`config.mk`:
```
export PLATFORM = sky130hd
export DESIGN_NAME = line_memory_responder
export DESIGN_NICKNAME = d
export VERILOG_FILES = /design/src/rtl/line_memory_responder_pkg.sv /design/src/rtl/line_memory_responder_storage.sv /design/src/rtl/line_memory_responder.sv
export SDC_FILE = /design/constraint.sdc
export NUM_CORES = 2
export LEC_CHECK = 0
export BUFFER_PORTS_ARGS = -buffer_cell sky130_fd_sc_hd__buf_2
export CORE_MARGIN = 5
export CORE_UTILIZATION = 35
export CTS_BUF_LIST = sky130_fd_sc_hd__clkbuf_4 sky130_fd_sc_hd__clkbuf_8 sky130_fd_sc_hd__clkbuf_16
export DETAILED_ROUTE_END_ITERATION = 10
export GPL_ROUTABILITY_DRIVEN = 1
export HOLD_SLACK_MARGIN = 0.06
export PLACE_DENSITY = 0.55
export SLEW_MARGIN = 20
export SYNTH_ARGS = -nofsm -noshare
export SYNTH_HDL_FRONTEND = slang
export SYNTH_SLANG_ARGS = --single-unit
```
`constraint.sdc`:
```
create_clock -name clk -period 19.2 [get_ports clk]
set_input_delay 2.88 -clock clk [delete_from_list [all_inputs] [get_ports clk]]
set_output_delay 2.88 -clock clk [all_outputs]
set_load 0.02 [all_outputs]
```
`src/rtl/line_memory_responder_pkg.sv`:
```
// line_memory_responder_pkg: LC-3b shared types plus the line-memory responder state and offset constant
package lc3b_types;
  typedef logic [15:0] lc3b_word;
  typedef logic [127:0] lc3b_cacheline;
  typedef enum logic [1:0] {IDLE, BUSY, RESP, DONE} lc3b_linemem_state;
  localparam int LC3B_LINE_OFFSET_BITS = 4;
endpackage

```
`src/rtl/line_memory_responder_storage.sv`:
```
// line_storage_array: LINES x 128 synchronous-write, registered-read line store, no reset
module line_storage_array
  import lc3b_types::*;
#(
  parameter int LINES = 16,
  localparam int IW = $clog2(LINES)
) (
  input  logic          clk,
  input  logic [IW-1:0] index,
  input  logic          write,
  input  lc3b_cacheline datain,
  output lc3b_cacheline dataout
);
  lc3b_cacheline mem [LINES];
  always_ff @(posedge clk) begin
    if (write) mem[index] <= datain;
    dataout <= mem[index];
  end
endmodule

```
`src/rtl/line_memory_responder.sv`:
```
// line_memory_responder: fixed-latency pmem responder serving 128-bit cacheline reads/writes
// Optional LINE_MEM_ERR_EN adds mem_err for read+write requests and out-of-range addresses.
module line_memory_responder
  import lc3b_types::*;
#(
  parameter int LATENCY = 4,
  parameter int LINES = 16
) (
  input  logic          clk,
  input  logic          rst,
  input  lc3b_word      mem_address,
  input  logic          mem_read,
  input  logic          mem_write,
  input  lc3b_cacheline mem_wdata,
  output lc3b_cacheline mem_rdata,
  output logic          mem_resp
`ifdef LINE_MEM_ERR_EN
  ,
  output logic          mem_err
`endif
);
  localparam int IW = $clog2(LINES);
  lc3b_linemem_state state;
  logic [7:0] cnt;
  logic [IW-1:0] idx, addr_idx;
  logic op_write, req_err, req_bad, fire, unused_addr;
  lc3b_cacheline wdata, rd;
  assign addr_idx = mem_address[LC3B_LINE_OFFSET_BITS +: IW];
  assign unused_addr = ^mem_address;
`ifdef LINE_MEM_ERR_EN
  assign req_bad = ((mem_address >> (LC3B_LINE_OFFSET_BITS + IW)) != '0) || (mem_read && mem_write);
  assign mem_err = mem_resp & req_err;
`else
  assign req_bad = 1'b0;
`endif
  assign fire = state == BUSY && cnt == '0;
  // Array address follows the live request while idle so its registered read is ready by completion.
  line_storage_array #(.LINES(LINES)) u_store (
    .clk(clk),
    .index(state == IDLE ? addr_idx : idx),
    .write(fire && op_write && !req_err),
    .datain(wdata),
    .dataout(rd)
  );
  always_ff @(posedge clk or posedge rst) begin
    if (rst) begin
      state <= IDLE;
      mem_resp <= 1'b0;
      mem_rdata <= '0;
      cnt <= '0;
      idx <= '0;
      op_write <= 1'b0;
      req_err <= 1'b0;
      wdata <= '0;
    end else begin
      case (state)
        IDLE: if (mem_read || mem_write) begin
          idx <= addr_idx;
          op_write <= mem_write;
          req_err <= req_bad;
          wdata <= mem_wdata;
          cnt <= 8'(LATENCY - 1);
          state <= BUSY;
        end
        BUSY: begin
          cnt <= cnt - 8'd1;
          if (cnt == '0) begin
            state <= RESP;
            mem_resp <= 1'b1;
            if (req_err) mem_rdata <= '0;
            else if (!op_write) mem_rdata <= rd;
          end
        end
        RESP: begin
          mem_resp <= 1'b0;
          state <= DONE;
        end
        default: state <= IDLE;
      endcase
    end
  end
endmodule

```
# After elaboration in Yosys (flattened, before gate mapping)
# Memories as Yosys holds them, arrays and structs flattened. A register that Yosys moved wholly into a read port is not among the register bits.
# Index checks and enable logic that the tools add are counted.
dict set report word_totals {
  ff_bits 272
  ramBits 2048
  inputBits 148
  output_inout_bits 129
  n_memories 1
}
dict set report classes {
  add_sub_neg 1
  n_eq_ne 4
  n_mux 11
  n_bitwise 1
  reduce_logical 12
}
# memory depth width rd rd_clocked_by_memory_dff wr line_no
set mem_list {}
lappend mem_list {u_store.mem 16 128 1 1 1 line_memory_responder_storage.sv:14} ;# lc3b_cacheline mem [LINES];
# op count
set ops {}
lappend ops {{$mux 128} 1}
lappend ops {{$pmux 8 s2} 1}
lappend ops {{$logic_not 8->1} 1}
lappend ops {{$mux 8} 1}
lappend ops {{$reduce_and 2->1} 4}
lappend ops {{$sub 8x1->8 const B} 1}
lappend ops {{$pmux 2 s3} 1}
lappend ops {{$mux 2} 2}
lappend ops {{$mux 4} 1}
lappend ops {{$ne 2x1->1 const B} 2}
lappend ops {{$reduce_bool 2->1} 2}
lappend ops {{$mux 1} 3}
lappend ops {{$reduce_and 3->1} 1}
lappend ops {{$eq 2x1->1 const B} 1}
lappend ops {{$eq 2x2->1 const B} 1}
lappend ops {{$logic_and 1x1->1} 2}
lappend ops {{$logic_not 2->1} 1}
lappend ops {{$pmux 1 s2} 1}
lappend ops {{$logic_or 1x1->1} 1}
lappend ops {{$not 1->1} 1}

# Longest topological paths before layout
dict set report depth {
  depth_word 5
  depth_mapped 11
}

# Hierarchy
# A second synthesis with hierarchy kept.
dict set report hier_totals {
  cells_unflattened 3895
  area_unflattened_um2 89657.2
}
# module n_inst cells_per_inst area_each_um2 seq_area_each_um2
set modules_own_cells {}
lappend modules_own_cells {line_storage_array 1 3271 79124.6 64061.4}
lappend modules_own_cells {line_memory_responder 1 624 10532.6 6806.5}

# Worst setup path before layout
# Ideal clock, no wire load.
dict set report synth_path {
  path_kind {input to register}
  from {input mem_address[4]}
  to {memory u_store.mem[4][0] in the netlist's numbering (enable)}
  t_arrival_ps 16927
  t_required_ps 18227
  setup_slack_ps 1300
  stages 6
  path_buffers 4
  cell_sequence {buf_2 > buf_2 > clkbuf_1 > buf_1 > mux2_2 > nor4b_1}
}
dict set report synth_via {
  elab_chain_cells 1
}
# item line_no
set synth_rtl {}
lappend synth_rtl {{from (decl)} line_memory_responder.sv:11} ;# input lc3b_word mem_address,
lappend synth_rtl {{$mux 4} line_memory_responder.sv:40} ;# .index(state == IDLE ? addr_idx : idx),
lappend synth_rtl {{to (decl)} line_memory_responder_storage.sv:14}
# No other way between the ends.

# Worst setup path in the final report
dict set report layout_path {
  from {input mem_address[4]}
  to {register u_store.dataout[85], read port of u_store.mem}
}
dict set report layout_via {
  elab_chain_cells 1
}
# item line_no
set layout_rtl {}
lappend layout_rtl {{$mux 4} line_memory_responder.sv:40}
lappend layout_rtl {{to (decl)} line_memory_responder_storage.sv:12} ;# output lc3b_cacheline dataout
# No other way between the ends.
# A chain may end at the register's enable or synchronous reset.

==> flow_summary.ini <==
[die]
die_x_um = 549
core_region_area_sq_mm = 0.288
placementRows = 197
boundaryPins = 277
fp.dieH_um = 549
start_util_pct = 35.2
die_area_sq_mm = 0.301

[route]
wl_per_cell_um = 29.0
avgViaCountPerCell = 5.83
drc = 0
first_iter_violations = 5973
routed_wl_um = 302000
ant_nets = 0
dr.pass1.iters = 5
vias = 60600

[timing]
fin_ws_ps = 12580
worst_pin_slew_ps = 1150
fin_skew_ps = 41.2
hold_viol = 0
slew_violations = 0
finalSetupTns_ps = 0
setup_viol = 0
slew_headroom_pct = 23.1
rsz0062_at_grt = false
max_freq_ghz = 0.151
fin_crit_ps = 6620
timing.final.crit_share_pct = 34.5

[global_routing]
track_usage_pct = 19.4
grt_pass1_vias = 61800
grt_max_degree = 230
grt_use_met2_pct = 32.5
grt_overflow = 0
grt_pass1_wl_um = 434000
grtUsageMet3_pct = 3.45
antenna_found_initial = 16
busiest_layer = met2
use_met1_pct = 25.8

[clock_network]
cts_max_level = 5
clock-root-buffer = clkbuf_16
cts_tree = done
clkTransAtPathRegs_ps = 60
cts-hold-fix-buffers = 0
post_cts_resized = 0
clkLatencyLatePin_ps = 860
clock-sinks = 2448
cts_setup_buffers = 0
clk_path_buf_depth = 4
numCtsBuffers = 269

[placement]
dpl.hpwl_um = 143000
pre_cts_slack_ps = 11570
placed_area_sq_mm = 0.106
place_inst = 9924
gp_congestion = 0.735
place.port_buffers = 264

[job]
drv_cap = 0

[setup_path]
critPathKind = in -> reg
path_max_fanout = 96
startpoint_type = input port
arrival_ps = 7300
crit_required_ps = 19870
endpoint_kind = flip-flop

[synth]
ys_warn_count = 0
ys_seq_area_share_pct = 69.8
synth_flop_cell = edfxtp_1
synth_largest_type_area_fraction_pct = 60.6
yosys.cell_types.count = 45
synth.net_count = 6503
synth.area.top_cells = edfxtp_1 (61%), dfrtp_1 (6.7%), mux4_2 (5.7%)
synth_top_area_cell = edfxtp_1
yosys_register_bits = 2448
netlist_area_sq_mm = 0.102
async_reset_ff_share_pct = 11.1
synth_edf_count = 2048
synth.avg_cell_area_sq_um = 16.0
syn_inst = 6350

[finish]
syn_to_final_growth_pct = 13.4
nFillCells = 26100
final_cell_area_sq_mm = 0.115
instances_no_fill = 10400
fin_nets = 6567
drive_above_1_share_pct = 21.0

[pwr]
power_density_mw_per_mm2 = 155
p_leak_nw = 38.9
vdd_drop_max_uv = 162

[outcome]
status = finished clean

[min_path]
hold_path.class = reg -> reg
[cell families after synthesis]
| group | synth area share [%] |
|---|---|
| mux | 8.62 |
| fa+ha+maj | 0.0616 |
| simple gates | 10.3 |
| buf+inv | 2.57 |
| flops | 69.8 |
| compound gates | 8.64 |
| xor+xnor | 0.0259 |
[stage by stage]
stage,hold slack [ps],utilization [%],power (W)
finish,454,39.9,0.0179
global route,468,39.9,0.0187
CTS,459,39.9,0.0180
detailed placement,448,36.9,0.0129
global placement,443,36.9,0.0128
floorplan,440,-,0.0109
[worst max-delay path, cell delays in order]
cell     delay (ps)
buf_8           230
mux2i_4         220
buf_4           570
buf_12          680
buf_4           900
buf_4           750
mux4_2          600
o21ai_0         110
nand4_1         120
[final timing paths]
path / endpoint / slack, ps / cells after the start / from
worst max-delay path: u_store.dataout[85] / 12580 / 9 / mem_address[4]
worst min-delay path: mem_rdata[126] / 450 / 1 / u_store.dataout[126]
worst max register to register: u_store.mem[9][13] / 13410 / 6 / cnt[3]
worst min register to register: mem_rdata[126] / 450 / 1 / u_store.dataout[126]
max in group asynchronous: wdata[44] / 15220 / 4 / rst
min in group asynchronous: mem_rdata[94] / 2150 / 2 / rst
[cells in the mapped netlist, types with 7 or more instances]
library cell and number:
mux2_2 262, edfxtp_1 2048, nor2_1 16, dfrtp_1 272, o21ai_0 509, dfxtp_1 128
buf_4 20, clkbuf_1 389, buf_2 145, nand4b_1 257, nand2_1 263, nand2b_1 256
buf_6 10, buf_1 37, o21a_1 512, nor3_1 10, nand4_1 385, mux4_2 256
inv_1 7, or4bb_1 256, o41ai_1 256
[cell type report]
type                       count  area (sq um)  area share (%)
clock buffer                 373          7740            6.72
sequential                  2448         70900            61.6
tap                         3781          4730            4.11
clock inverter               108           961           0.835
antenna                        3          7.51         0.00652
multi-input combinational   3294         28300            24.5
timing repair buffer         394          2530            2.20
inverter                       7          33.8          0.0293
[power by group]
part	switching (W)	internal, W
Clock	0.00211	0.00300
Combinational	0.00306	0.00189
Sequential	0.000945	0.00688
Total	0.00612	0.0118
[cell usage in the layout (no fill, tap or decap), types with 17 or more instances in the layout]
| master | netlist | final |
|---|---|---|
| nand4_1 | 385 | 385 |
| buf_4 | 20 | 113 |
| clkbuf_16 | 0 | 276 |
| dfrtp_1 | 272 | 270 |
| buf_2 | 145 | 262 |
| nand2b_1 | 256 | 256 |
| nand2_1 | 263 | 262 |
| edfxtp_1 | 2048 | 2048 |
| o41ai_1 | 256 | 256 |
| mux4_2 | 256 | 256 |
| clkinv_1 | 0 | 41 |
| nand4b_1 | 257 | 257 |
| clkbuf_8 | 0 | 17 |
| clkbuf_4 | 0 | 80 |
| buf_12 | 0 | 17 |
| mux2_2 | 262 | 262 |
| or4bb_1 | 256 | 256 |
| dfxtp_1 | 128 | 128 |
| o21ai_0 | 509 | 509 |
| o21a_1 | 512 | 512 |
| clkinv_2 | 0 | 31 |
[layer usage]
layer	share of wire, %	vias to the layer above
met5	0.0093	-
met4	3.0	6
met3	7.0	550
met2	49	2424
met1	41	31900
li1	-	25700
[sequential cells by signal (all words and copies together) (netlist names)]
register / flops
mem_rdata: 128
wdata: 128
idx: 4
u_store.dataout: 128
u_store.mem: 2048
mem_resp: 1
op_write: 1
state: 2
cnt: 8
Note: power is estimated with default switching activity, not from simulation.
